### src/rtl/renderer_pkg.sv
// Shared constants and state encoding for the ball sprite renderer.
package renderer_pkg;
  localparam int DISP_W  = 64;
  localparam int DISP_H  = 64;
  localparam int COORD_W = 6;
  localparam int COLOR_W = 12;
  localparam int CLR_W   = 12;

  typedef enum logic [2:0] {
    CLEAR,
    IDLE,
    ERASE,
    DRAW,
    DONE
  } state_e;
endpackage

### src/rtl/square_scanner.sv
// Walks a side x side square row-major and presents the coordinate of the offset it moves to next.
module square_scanner
  import renderer_pkg::*;
(
  input  logic               clk,
  input  logic               resetn,
  input  logic               start_i,
  input  logic               advance_i,
  input  logic [COORD_W-1:0] base_x_i,
  input  logic [COORD_W-1:0] base_y_i,
  input  logic [3:0]         side_i,
  output logic [COORD_W-1:0] px_o,
  output logic [COORD_W-1:0] py_o,
  output logic               in_bounds_o,
  output logic               last_o
);
  logic [2:0]       dx_q, dx_d;
  logic [2:0]       dy_q, dy_d;
  logic [3:0]       side_m1;
  logic [COORD_W:0] sum_x, sum_y;

  assign side_m1 = side_i - 4'd1;

  always_comb begin
    dx_d = dx_q;
    dy_d = dy_q;
    if (start_i) begin
      dx_d = '0;
      dy_d = '0;
    end else if (advance_i) begin
      if ({1'b0, dx_q} == side_m1) begin
        dx_d = '0;
        dy_d = dy_q + 3'd1;
      end else begin
        dx_d = dx_q + 3'd1;
      end
    end
  end

  always_ff @(posedge clk) begin
    if (!resetn) begin
      dx_q <= '0;
      dy_q <= '0;
    end else begin
      dx_q <= dx_d;
      dy_q <= dy_d;
    end
  end

  // Sums are one bit wider than a coordinate so off-screen pixels are suppressed, not wrapped.
  assign sum_x       = {1'b0, base_x_i} + {4'b0000, dx_d};
  assign sum_y       = {1'b0, base_y_i} + {4'b0000, dy_d};
  assign px_o        = sum_x[COORD_W-1:0];
  assign py_o        = sum_y[COORD_W-1:0];
  assign in_bounds_o = (sum_x < (COORD_W+1)'(DISP_W)) && (sum_y < (COORD_W+1)'(DISP_H));
  assign last_o      = ({1'b0, dx_q} == side_m1) && ({1'b0, dy_q} == side_m1);
endmodule

### src/rtl/ball_renderer.sv
// Turns sprite position updates into a pixel write stream: screen clear after reset, then erase-old / draw-new per update.
module ball_renderer
  import renderer_pkg::*;
#(
  parameter int                 SIZE     = 3,
  parameter logic [COLOR_W-1:0] BG_COLOR = 12'h000
) (
  input  logic               clk,
  input  logic               resetn,
  input  logic               pos_valid,
  output logic               pos_ready,
  input  logic [COORD_W-1:0] pos_x,
  input  logic [COORD_W-1:0] pos_y,
  input  logic [COLOR_W-1:0] color,
  output logic               write_en,
  output logic [COORD_W-1:0] write_x,
  output logic [COORD_W-1:0] write_y,
  output logic [COLOR_W-1:0] pixel_color,
  output logic               frame_done
);
  localparam logic [3:0] SIDE = 4'(SIZE);

  // Handshake: an update transfers on a clk edge where pos_valid and pos_ready are both high.
  state_e             state_q, state_d;
  logic [CLR_W-1:0]   clr_cnt_q, clr_cnt_d;
  logic [COORD_W-1:0] new_x_q, new_y_q, old_x_q, old_y_q;
  logic [COLOR_W-1:0] new_col_q;
  logic               have_old_q;

  logic               we_q, we_d;
  logic [COORD_W-1:0] wx_q, wx_d, wy_q, wy_d;
  logic [COLOR_W-1:0] col_q, col_d;
  logic               fd_q, fd_d, pr_q, pr_d;

  logic               hs;
  logic               scan_start, scan_adv;
  logic [COORD_W-1:0] base_x, base_y;
  logic [COLOR_W-1:0] draw_col;
  logic [COORD_W-1:0] scan_x, scan_y;
  logic               scan_in_bounds, scan_last;

  assign hs = pos_valid & pr_q;

  square_scanner u_scanner (
    .clk         (clk),
    .resetn      (resetn),
    .start_i     (scan_start),
    .advance_i   (scan_adv),
    .base_x_i    (base_x),
    .base_y_i    (base_y),
    .side_i      (SIDE),
    .px_o        (scan_x),
    .py_o        (scan_y),
    .in_bounds_o (scan_in_bounds),
    .last_o      (scan_last)
  );

  always_comb begin
    state_d    = state_q;
    clr_cnt_d  = clr_cnt_q;
    scan_start = 1'b0;
    scan_adv   = 1'b0;
    base_x     = new_x_q;
    base_y     = new_y_q;
    draw_col   = new_col_q;
    unique case (state_q)
      CLEAR: begin
        clr_cnt_d = clr_cnt_q + 1'b1;
        if (clr_cnt_q == '1) state_d = IDLE;
      end
      IDLE: begin
        if (hs) begin
          scan_start = 1'b1;
          if (have_old_q) begin
            state_d = ERASE;
            base_x  = old_x_q;
            base_y  = old_y_q;
          end else begin
            state_d  = DRAW;
            base_x   = pos_x;
            base_y   = pos_y;
            draw_col = color;
          end
        end
      end
      ERASE: begin
        if (scan_last) begin
          state_d    = DRAW;
          scan_start = 1'b1;
        end else begin
          scan_adv = 1'b1;
          base_x   = old_x_q;
          base_y   = old_y_q;
        end
      end
      DRAW: begin
        if (scan_last) state_d = DONE;
        else           scan_adv = 1'b1;
      end
      DONE:    state_d = IDLE;
      default: state_d = CLEAR;
    endcase
  end

  // Outputs are registered from the upcoming state, so the first scan pixel lands the cycle after the handshake.
  always_comb begin
    we_d  = 1'b0;
    wx_d  = scan_x;
    wy_d  = scan_y;
    col_d = BG_COLOR;
    if (state_q == CLEAR) begin
      we_d = 1'b1;
      wx_d = clr_cnt_q[COORD_W-1:0];
      wy_d = clr_cnt_q[CLR_W-1:COORD_W];
    end else if (state_d == ERASE) begin
      we_d = scan_in_bounds;
    end else if (state_d == DRAW) begin
      we_d  = scan_in_bounds;
      col_d = draw_col;
    end
    fd_d = (state_d == DONE);
    pr_d = (state_d == IDLE) && (state_q != CLEAR);
  end

  always_ff @(posedge clk) begin
    if (!resetn) begin
      state_q    <= CLEAR;
      clr_cnt_q  <= '0;
      new_x_q    <= '0;
      new_y_q    <= '0;
      new_col_q  <= '0;
      old_x_q    <= '0;
      old_y_q    <= '0;
      have_old_q <= 1'b0;
      we_q       <= 1'b0;
      wx_q       <= '0;
      wy_q       <= '0;
      col_q      <= '0;
      fd_q       <= 1'b0;
      pr_q       <= 1'b0;
    end else begin
      state_q   <= state_d;
      clr_cnt_q <= clr_cnt_d;
      if (state_q == IDLE && hs) begin
        new_x_q   <= pos_x;
        new_y_q   <= pos_y;
        new_col_q <= color;
      end
      if (state_q == DRAW && scan_last) begin
        old_x_q    <= new_x_q;
        old_y_q    <= new_y_q;
        have_old_q <= 1'b1;
      end
      we_q  <= we_d;
      wx_q  <= wx_d;
      wy_q  <= wy_d;
      col_q <= col_d;
      fd_q  <= fd_d;
      pr_q  <= pr_d;
    end
  end

  assign write_en    = we_q;
  assign write_x     = wx_q;
  assign write_y     = wy_q;
  assign pixel_color = col_q;
  assign frame_done  = fd_q;
  assign pos_ready   = pr_q;
endmodule

### config.mk
export PLATFORM = sky130hd
export DESIGN_NAME = ball_renderer
export DESIGN_NICKNAME = d
export VERILOG_FILES = /design/src/rtl/renderer_pkg.sv /design/src/rtl/square_scanner.sv /design/src/rtl/ball_renderer.sv
export SDC_FILE = /design/constraint.sdc
export NUM_CORES = 1
export LEC_CHECK = 0
export ABC_AREA = 1
export CAP_MARGIN = 30
export CORE_UTILIZATION = 40
export CTS_CLUSTER_DIAMETER = 40
export DETAILED_ROUTE_END_ITERATION = 8
export PLACE_DENSITY = 0.67
export SLEW_MARGIN = 20
export SYNTH_ARGS = -nofsm -noshare
export SYNTH_HDL_FRONTEND = slang
export SYNTH_SLANG_ARGS = --single-unit
### constraint.sdc
create_clock -name clk -period 2.67 [get_ports clk]
set_input_delay 0.267 -clock clk [delete_from_list [all_inputs] [get_ports clk]]
set_output_delay 0.267 -clock clk [all_outputs]
set_load 0.05 [all_outputs]
==> results of run 1 <==
[power by group]
part           internal [mW]  switching [mW]  leakage (nW)
registers               1.28         0.00842         0.688
clock network          0.379           0.515        0.0914
logic                 0.0756           0.105          1.47
total                   1.73           0.629          2.25
[repair_timing]
action / CTS / global route
setup endpoints to repair: 4 / 9
buffers inserted: 1 / 5
pin swaps: 0 / 16
gates resized for setup: 3 / 43
endpoints found under the hold margin: 0 / 0
cloned: 0 / 1
[final cells by class]
cell class,count,area (sq um),share of cell area
clock buffers,10,137.6,0.02559
clock inverters,6,52.55,0.009772
inverters,71,279.0,0.05188
multi-input cells,403,2240,0.4165
flip-flops and latches,85,1708,0.3176
well taps,133,166.4,0.03094
repair buffers,88,794.5,0.1477
[synthesized netlist by cell type (3+ instances only)]
master	n
clkbuf_1	15
nand2_2	5
nand3_1	38
inv_2	4
nor2_1	81
nor4_1	7
nor3_1	10
a22oi_1	5
a21oi_1	33
o21ai_0	58
nor2_8	3
inv_1	63
nand2_1	103
o21bai_1	3
ha_1	9
mux2i_1	9
dfxtp_1	85
nor2_2	13
nand4_1	6
[routing by layer]
layer  up-vias  wire [microns]
li1       2037               -
met1      1864            5039
met2       100            4808
met3        19             500
met4         0             244
met5         -               0
[registers in the layout, indices dropped and copies added (netlist names), 6 cells and up]
| name | cells |
|---|---|
| old_y_q | 6 |
| old_x_q | 6 |
| write_y | 6 |
| clr_cnt_q | 12 |
| new_y_q | 6 |
| new_col_q | 12 |
| new_x_q | 6 |
| write_x | 6 |
| pixel_color | 12 |
[critical path, stage by stage (launching register included)]
cell and delay, ns:
dfxtp_2 0.34, inv_2 0.07, ha_4 0.11, inv_1 0.04, nor2_2 0.14, nand3_2 0.14, inv_2 0.13, o22ai_4 0.11
a22oi_2 0.15, nand2_1 0.08, ha_2 0.20, fa_2 0.37, buf_4 0.14, nor2_1 0.15, nor2_2 0.07, o21ai_1 0.15
a21oi_1 0.06
[worst max-delay path by stage]
stage / to / cells after the start / startpoint / slack (ns)
2_1_floorplan: write_y[4] / 20 / u_scanner.dy_q[0] / 0.05
3_3_place_gp: write_y[3] / 17 / u_scanner.dy_q[0] / -0.02
3_5_place_dp: write_y[4] / 17 / pos_valid / -0.11
4_1_cts: write_en / 19 / u_scanner.dy_q[0] / 0.001
5_1_grt: write_y[2] / 17 / u_scanner.dy_q[0] / -0.04
6_report: write_y[2] / 16 / u_scanner.dy_q[0] / 0.11
[metrics by stage]
step / setup WS (ns) / total power [mW] / hold slack (ns) / TNS (ns) / cell area (sq um)
6_report: 0.1127 / 2.362 / 0.4608 / 0 / 5378
5_1_grt: -0.04489 / 2.449 / 0.4941 / -0.1253 / 5378
4_1_cts: 0.001434 / 2.376 / 0.4688 / 0 / 5201
3_5_place_dp: -0.1119 / 1.493 / 0.4531 / -0.5285 / 4996
3_3_place_gp: -0.02402 / 1.491 / 0.4415 / -0.08190 / 4996
2_1_floorplan: 0.04720 / 1.411 / 0.4019 / 0 / 4178
[cell families (layout without fill, tap and decap cells)]
kind of cell,Yosys count,after routing
xor gates and xnor gates,2,2
buffers and inverters,91,175
adders and majority gates,11,11
AOI/OAI and AO/OA,106,106
DFF,85,85
and+or+nand+nor,275,275
muxes,9,9
==> metrics.yaml, run 1 <==
floorplanning:
  die_x_microns: 104.2
  pin_count: 54
  start_util: 0.4196
  coreArea_sq_um: 9955
  die_h_microns: 104.2
  std_cell_rows: 36
  dieArea_sq_um: 10850
logic_synthesis:
  yosys.area_share.adder: 0.03655
  synthCells: 579
  async_flop_share: 0
  ys_types: 41
  synth_edf_count: 0
  ys_ff_latch: 85
  syn_avg_cell_area_sq_um: 7.213
  yosys-mux-area-fraction: 0.02157
  syn_nets: 617
  synth-simple-area-share: 0.3038
  seq_area_frac_synth: 0.4074
  ys_warn_count: 0
  synth_area_leaders: "dfxtp_1 41%, nand2_1 9.3%, nor2_1 7.3%"
  synth_area_sq_um: 4177
  synth_xor_area_frac: 0.004194
  yosysTopAreaCell: "dfxtp_1"
  synth_compound_area_frac: 0.1366
  synth_top_area_frac: 0.4074
  synth_top_family_by_area: "simple AND/OR/NAND/NOR gates"
  synth_ff_type: "dfxtp_1"
critical_path:
  required_ns: 2.91
  r2r_cells: 16
  r2r-start: "u_scanner.dy_q[0]"
  ff2ff_setup_slack_ns: 0.11
  cp.arrival_ns: 2.80
  end_kind: "flop"
  critPathMaxFanout: 6
  start_kind: "flop"
  r2r_end: "write_y[2]"
  setup.worst_path.class: "flop to flop"
timing:
  finClkSkew_ns: 0.01137
  hold_violations: 0
  maxSlewViolCount: 0
  fin_crit_ns: 2.557
  setup_viol: 0
  worst-slew-pin-transition_ns: 0.7100
  max-slew-margin-rel: 0.5255
  fmax_mhz: 391.0
  fin_crit_sh: 0.9578
placed_design:
  hpwl_mm: 7.560
  gp_congestion: 0.8397
  placed_cells_incl_taps: 774
  place.port_buffers: 53
layout:
  diodes: 0
  final_common_cell: "nand2_1"
  num-fill-cells: 916
  layout_common_cells: "96 x nand2_1, 80 x dfxtp_1, 75 x nor2_1"
  drive_gt1_frac: 0.1900
  fin_cells: 796
  area_growth_syn_to_layout_pct: 28.76
  final_core_util: 0.5402
  final_nets: 696
detailed_routing:
  route.detailed.drc: 0
  via_count: 4020
  viasPerCell: 5.050
  wl_mm: 10.59
  ant_nets: 0
  drt-initial-drc-count: 216
  post_drt_wl_per_cell_microns: 13.31
  drtPass1Iterations: 5
cts:
  root_buffer: "clkbuf_8"
  cts_hold_buffers: 0
  clock_latency_ns: 0.36
  ctsHtreeMaxLevel: 3
  numCtsBuffers: 9
  cts.sinks: 85
  clk_path_buf_depth: 2
  path_clk_slew_ns: 0.10
  tritoncts: "built"
global_routing:
  antenna_found_initial: 0
  gr-max-usage-layer: "met2"
  grt_use_met2: 0.3305
  met3_usage: 0.03697
  grt_pass1_vias: 3925
  grt_use_total: 0.2014
  gr-total-overflow: 0
  grt_pass1_wl_mm: 17.80
  grt_use_met1: 0.2579
  grt_max_degree: 52
pwr:
  peakVddDrop_v: 0.0002620
  leakage_nw: 2.250
  cellPowerDensity_nw_per_um2: 439.2
worst_hold_path:
  hold_end: "new_col_q[11]"
  hp-class: "flop to flop"
  hold_depth: 2
  min-delay-start: "new_col_q[11]"
status:
  status: "completed"
job:
  drv_cap: 0
Power figures use the tool's default switching activity.
==> inputs of run 2 (changes only) <==
--- a/config.mk
+++ b/config.mk
@@ -9,8 +9,9 @@
 export CAP_MARGIN = 30
 export CORE_UTILIZATION = 40
 export CTS_CLUSTER_DIAMETER = 40
+export CTS_CLUSTER_SIZE = 8
 export DETAILED_ROUTE_END_ITERATION = 8
-export PLACE_DENSITY = 0.67
+export PLACE_DENSITY = 0.65
 export SLEW_MARGIN = 20
 export SYNTH_ARGS = -nofsm -noshare
 export SYNTH_HDL_FRONTEND = slang
==> constraint.sdc (replaced) <==
create_clock -name clk -period 2.8 [get_ports clk]
set_input_delay 0.28 -clock clk [delete_from_list [all_inputs] [get_ports clk]]
set_output_delay 0.28 -clock clk [all_outputs]
set_load 0.05 [all_outputs]
==> run 2 against run 1 <==
Effect of this change:
- cell area fell by 2.9%
- non-clock buffer count is 15 lower
- die area stayed put
- fmax is 4.5% lower
- core utilization down 1.6 points
- sequential share of layout area grew 0.86 points
- critical path depth is 4 higher
- count of clock-buffer cells in the layout up 1
- critical path type unchanged
- sequential cell count unchanged
- clock skew decreased by 0.0029 ns
==> metrics.yaml, run 2 (synthesis results as in run 1) <==
pwr:
  peakVddDrop_v: 0.0002592  # -1.1%
  finalPower_mw: 2.255  # -4.5%
  leakage_nw: 2.165  # -3.8%
  cellPowerDensity_nw_per_um2: 431.8  # -1.7%
detailed_routing:
  wl_mm: 10.74  # +1.4%
  drtPass1Iterations: 4  # -1
  ant_nets: 0  # unchanged
  via_count: 3897  # -3.1%
  viasPerCell: 4.996  # -1.1%
  post_drt_wl_per_cell_microns: 13.77  # +3.4%
  route.detailed.drc: 0  # unchanged
  drt-initial-drc-count: 197  # -8.8%
placed_design:
  placed_cells_incl_taps: 762  # -1.6%
  dp_slack_ns: -0.09508  # +0.01677 ns
  place.port_buffers: 53  # unchanged
  gp_congestion: 0.8939  # +6.5%
  hpwl_mm: 7.592  # +0.42%
cts:
  tritoncts: "built"
  numCtsBuffers: 9  # unchanged
  root_buffer: "clkbuf_8"
  clock_latency_ns: 0.36  # about the same
  cts.sinks: 85  # unchanged
  path_clk_slew_ns: 0.08  # -0.02 ns
  ctsHtreeMaxLevel: 3  # unchanged
  clk_path_buf_depth: 2  # unchanged
layout:
  area_growth_syn_to_layout_pct: 25.02
  final_common_cell: "nand2_1"
  drive_gt1_frac: 0.1406  # -0.04940
  num-fill-cells: 959  # +4.7%
  layout_common_cells: "98 x nand2_1, 84 x dfxtp_1, 79 x nor2_1"
  fin_cells: 780  # -2.0%
  final_nets: 681  # -2.2%
  final_core_util: 0.5245  # -0.01571
  diodes: 0  # unchanged
floorplanning:
  die_x_microns: 104.2  # unchanged
  std_cell_rows: 36  # unchanged
  start_util: 0.4196  # unchanged
  die_h_microns: 104.2  # unchanged
  coreArea_sq_um: 9955  # unchanged
  dieArea_sq_um: 10850  # unchanged
  pin_count: 54  # unchanged
critical_path:
  crit_chain: "inv_2 > ha_2 > inv_2 > nor2_4 > nand3_4 > inv_4 > nand2_2 > nand2_2 > buf_4 > nor3_1 > ha_2 > fa_1 > nand2_1 > inv_1 > nor2_1 > nor2_1 > nand2_1 > nand3_1 > nand2_1 > inv_1"
  cp.depth: 20  # +4
  start_kind: "flop"
  path_common_cell: "nand2_1"
  cp_slowest_stage_delay_ns: 0.38  # about the same
  path_buf_inv: 6  # +2
  end_kind: "flop"
  slowest_stage: "fa_1"
  r2r_cells: 20  # +4
  setup.worst_path.class: "flop to flop"
  required_ns: 3.06  # +0.15 ns
  cp.arrival_ns: 2.94  # +0.14 ns
  crit_family: "simple AND/OR/NAND/NOR gates"
  critPathMaxFanout: 6  # unchanged
global_routing:
  gr-total-overflow: 0  # unchanged
  antenna_found_initial: 0  # unchanged
  grt_pass1_vias: 3817  # -2.8%
  grt_pass1_wl_mm: 17.81  # about the same
  grt_use_total: 0.2053  # +0.003895
  grt_max_degree: 52  # unchanged
timing:
  fin_ws_ns: 0.1214  # +0.008703 ns
  hold_violations: 0  # unchanged
  finClkSkew_ns: 0.008432  # -0.002942 ns
  fin_crit_ns: 2.679  # +0.1213 ns
  setup_viol: 0  # unchanged
  maxSlewViolCount: 0  # unchanged
  worst-slew-pin-transition_ns: 0.6904  # -0.01968 ns
  max-slew-margin-rel: 0.5386  # +0.01315
  fmax_mhz: 373.3  # -4.5%
  setup_tns_ns: 0  # unchanged
  fin_crit_sh: 0.9567  # -0.001149
job:
  drv_cap: 0  # unchanged
worst_hold_path:
  hp-class: "flop to flop"
  hold_depth: 2  # unchanged
status:
  status: "completed"
[run 2: final cells by class]
class	instances	area, sq um	share of cell area
clock buffer	11	131.4	0.02516
clock inverter	4	50.05	0.009585
inverter	71	281.5	0.05392
multi-input combinational	403	2208	0.4230
sequential	85	1703	0.3261
tap	133	166.4	0.03187
timing repair buffer	73	680.7	0.1304
[run 2: worst register-to-register path, stage by stage, from the launching register on]
cell and delay, ns:
dfxtp_2 0.33, inv_2 0.06, ha_2 0.17, inv_2 0.04
nor2_4 0.17, nand3_4 0.14, inv_4 0.12, nand2_2 0.08
nand2_2 0.11, buf_4 0.16, nor3_1 0.06, ha_2 0.21
fa_1 0.38, nand2_1 0.08, inv_1 0.05, nor2_1 0.10
nor2_1 0.07, nand2_1 0.06, nand3_1 0.08, nand2_1 0.08
inv_1 0.04
[run 2: metrics by stage]
step / hold slack [ns] / area, sq um
after floorplan: 0.4149 / 4177
after global placement: 0.4398 / 4905
after detailed placement: 0.4471 / 4905
after CTS: 0.4592 / 5099
after global routing: 0.4842 / 5221
final: 0.4561 / 5221
[run 2: repair_timing]
item                                    4_1_cts  5_1_grt
hold buffers                                  0        0
buffers inserted                              0        3
resized for setup                             3       29
pin swaps                                     0       11
endpoints found under the setup margin        6       10
[run 2: path summary, 6_finish.rpt]
check / slack [ns] / from / end
worst max-delay path: 0.12 / u_scanner.dy_q[0] / write_x[4]
worst min-delay path: 0.46 / new_col_q[11] / new_col_q[11]
worst max register to register: 0.12 / u_scanner.dy_q[0] / write_x[4]
worst min register to register: 0.46 / new_col_q[11] / new_col_q[11]
[run 2: metal layers]
layer | part of all wire | global-route usage
met5 | 0 | 0
met1 | 0.46 | 0.2631
met4 | 0.016 | 0.07143
met3 | 0.052 | 0.05075
met2 | 0.47 | 0.3352
[run 2: power by group]
group,switching [mW],internal [mW]
clock,0.445,0.407
combinational,0.102,0.0739
sequential,0.00785,1.22
==> inputs of run 3 (changes only) <==
--- a/config.mk
+++ b/config.mk
@@ -7,11 +7,13 @@
 export LEC_CHECK = 0
 export ABC_AREA = 1
 export CAP_MARGIN = 30
-export CORE_UTILIZATION = 40
+export CELL_PAD_IN_SITES_DETAIL_PLACEMENT = 1
+export CELL_PAD_IN_SITES_GLOBAL_PLACEMENT = 2
+export CORE_UTILIZATION = 31
 export CTS_CLUSTER_DIAMETER = 40
 export CTS_CLUSTER_SIZE = 8
 export DETAILED_ROUTE_END_ITERATION = 8
-export PLACE_DENSITY = 0.65
+export PLACE_DENSITY = 0.83
 export SLEW_MARGIN = 20
 export SYNTH_ARGS = -nofsm -noshare
 export SYNTH_HDL_FRONTEND = slang
==> run 3 against run 2 <==
Effect of this change:
- first-iteration DRC count shrank 29%
- non-clock buffer count grew 4
- sequential share of layout area shrank 1.1 points
- combinational power is essentially flat
- wire length grew 15%
- cell count grew 6.2%
- fmax grew 0.84%
- clock power grew 33%
- global-route usage shrank 2.0 points
- critical endpoint is now write_en
==> metrics.yaml, run 3 (synthesis results as in run 1) <==
critical_path:
  setup.worst_path.class: "flop to flop"
  critPathMaxFanout: 6  # unchanged
  end_kind: "flop"
  path_common_cell: "nand2_1"
  r2r_end: "write_en"
  crit_chain: "inv_2 > ha_1 > inv_1 > nor2_4 > nand3_4 > inv_4 > nand2_1 > nand2_2 > buf_4 > nor3_1 > ha_2 > fa_1 > nand2_1 > inv_1 > nor2_2 > nor2_1 > nand2_1 > nand3_1 > a21oi_1"
  cp_slowest_stage_delay_ns: 0.38  # about the same
  endpoint: "write_en"
  crit_start: "u_scanner.dy_q[0]"
  ff2ff_setup_slack_ns: 0.14  # +0.02 ns
  required_ns: 3.08  # +0.02 ns
  start_kind: "flop"
  cp.arrival_ns: 2.94  # about the same
  r2r-start: "u_scanner.dy_q[0]"
  r2r_cells: 19  # -5.0%
  slowest_stage: "fa_1"
cts:
  clock_latency_ns: 0.35  # about the same
  tritoncts: "built"
  ctsHtreeMaxLevel: 3  # unchanged
  path_clk_slew_ns: 0.06  # -0.02 ns
  clk_path_buf_depth: 2  # unchanged
  numCtsBuffers: 9  # unchanged
  cts_hold_buffers: 0  # unchanged
  cts.sinks: 85  # unchanged
  root_buffer: "clkbuf_16"
floorplanning:
  coreArea_sq_um: 13190  # +33%
  dieArea_sq_um: 13940  # +28%
  pin_count: 54  # unchanged
  std_cell_rows: 42  # +17%
  start_util: 0.3166  # -0.1029
  die_x_microns: 118.1  # +13%
  die_h_microns: 118.1  # +13%
pwr:
  p_clk_frac: 0.447  # +0.069
  leakage_nw: 2.242  # +3.6%
  cellPowerDensity_nw_per_um2: 470.2  # +8.9%
  switching_power_uw: 643.2  # +16%
  combPwrFrac: 0.069  # -0.009
  pwr-share-seq: 0.484  # -0.060
  peakVddDrop_v: 0.0003431  # +32%
  internal_power_mw: 1.895  # +11%
  sw_frac_of_total: 0.2535  # +0.007371
timing:
  maxSlewViolCount: 0  # unchanged
  fin_crit_ns: 2.656  # -0.02239 ns
  finClkSkew_ns: 0.005849  # -0.002583 ns
  max-slew-margin-rel: 0.5024  # -0.03620
  hold-worst-slack_ns: 0.4588  # +0.002732 ns
  rsz0062_at_grt: "yes"
  worst-slew-pin-transition_ns: 0.7445  # +0.05417 ns
  setup_viol: 0  # unchanged
  fin_crit_sh: 0.9487  # -0.007995
  hold_violations: 0  # unchanged
  fmax_mhz: 376.5  # +0.84%
detailed_routing:
  route.detailed.drc: 0  # unchanged
  viasPerCell: 4.867  # -2.6%
  via_count: 4030  # +3.4%
  wl_mm: 12.37  # +15%
  post_drt_wl_per_cell_microns: 14.94  # +8.6%
  drt-initial-drc-count: 139  # -29%
  drtPass1Iterations: 4  # unchanged
  ant_nets: 0  # unchanged
global_routing:
  grt_use_total: 0.1856  # -0.01965
  antenna_found_initial: 0  # unchanged
  grt_pass1_wl_mm: 20.24  # +14%
  gr-total-overflow: 0  # unchanged
  grt_max_degree: 52  # unchanged
  grt_pass1_vias: 4178  # +9.5%
job:
  drv_cap: 0  # unchanged
layout:
  area_growth_syn_to_layout_pct: 29.24
  diodes: 0  # unchanged
  num-fill-cells: 1612  # +68%
  final_nets: 685  # +0.59%
  drive_gt1_frac: 0.1472  # +0.006590
  layout_common_cells: "99 x nand2_1, 84 x dfxtp_1, 78 x nor2_1"
  final_common_cell: "nand2_1"
  final_core_util: 0.4092  # -0.1153
placed_design:
  place.port_buffers: 53  # unchanged
  hpwl_mm: 9.304  # +23%
  gp_congestion: 0.7943  # -11%
worst_hold_path:
  hp-class: "flop to flop"
status:
  status: "completed"
run 3: cell types whose count changed in the layout (fill, tap and decap cells not counted), sizes merged:
cell	before	now
clkinv	3	5
clkbuf	11	9
buf	20	24
inv	69	70
clkinvlp	2	3
bufinv	1	0
run 3: final cells by class:
| type | count | area, sq um | area share |
|---|---|---|---|
| repair buffers | 77 | 723.2 | 0.1340 |
| multi-input cells | 403 | 2195 | 0.4066 |
| inverters | 71 | 281.5 | 0.05216 |
| clock buffers | 9 | 225.2 | 0.04172 |
| well taps | 176 | 220.2 | 0.04080 |
| clock inverters | 7 | 50.05 | 0.009272 |
| flip-flops and latches | 85 | 1703 | 0.3155 |
run 3: critical path, delay by kind of cell (launching register included):
| family | cells | cell delay, ns |
|---|---|---|
| buf+inv | 5 | 0.44 |
| simple gates | 10 | 0.95 |
| flops | 1 | 0.32 |
| fa+ha+maj | 3 | 0.74 |
| compound gates | 1 | 0.11 |
run 3: how the worst min path moves through the flow:
stage / start / end / slack, ns / cells past startpoint
2_1_floorplan: pos_x[0] / new_x_q[0] / 0.41 / 2
3_3_place_gp: new_col_q[9] / new_col_q[9] / 0.44 / 2
3_5_place_dp: new_col_q[10] / new_col_q[10] / 0.45 / 2
4_1_cts: new_col_q[10] / new_col_q[10] / 0.46 / 2
5_1_grt: new_col_q[9] / new_col_q[9] / 0.49 / 2
6_report: new_col_q[10] / new_col_q[10] / 0.46 / 2
run 3: repair_timing:
action,CTS,global route
hold endpoints to repair,0,0
setup buffers,0,3
pin swaps,0,1
gates resized for setup,6,20
endpoints found under the setup margin,8,9
run 3: stage by stage:
| step | instance area, sq um | total power, mW | cells | worst slack, ns | TNS [ns] |
|---|---|---|---|---|---|
| floorplan | 4177 | 1.346 | 579 | 0.03710 | 0 |
| global placement | 5001 | 1.425 | 809 | 0.008644 | 0 |
| detailed placement | 5001 | 1.429 | 809 | -0.07158 | -0.2761 |
| CTS | 5300 | 2.574 | 825 | 0.01923 | 0 |
| global route | 5398 | 2.641 | 828 | -0.03879 | -0.09657 |
| finish | 5398 | 2.538 | 828 | 0.1438 | 0 |
run 3: routing by layer:
layer	routed length (microns)	vias up	track usage
li1	-	2014	-
met1	5672	1957	0.2179
met2	6160	41	0.3276
met3	348	18	0.04021
met4	192	0	0.07131
met5	0	-	0
run 3: power by group through the flow:
stage / sequential (mW) / clock [mW] / combinational, mW
after floorplan: 1.28 / 0 / 0.0696
after global placement: 1.26 / 0 / 0.170
after detailed placement: 1.26 / 0 / 0.173
after CTS: 1.23 / 1.17 / 0.175
after global routing: 1.23 / 1.22 / 0.193
final: 1.23 / 1.13 / 0.176
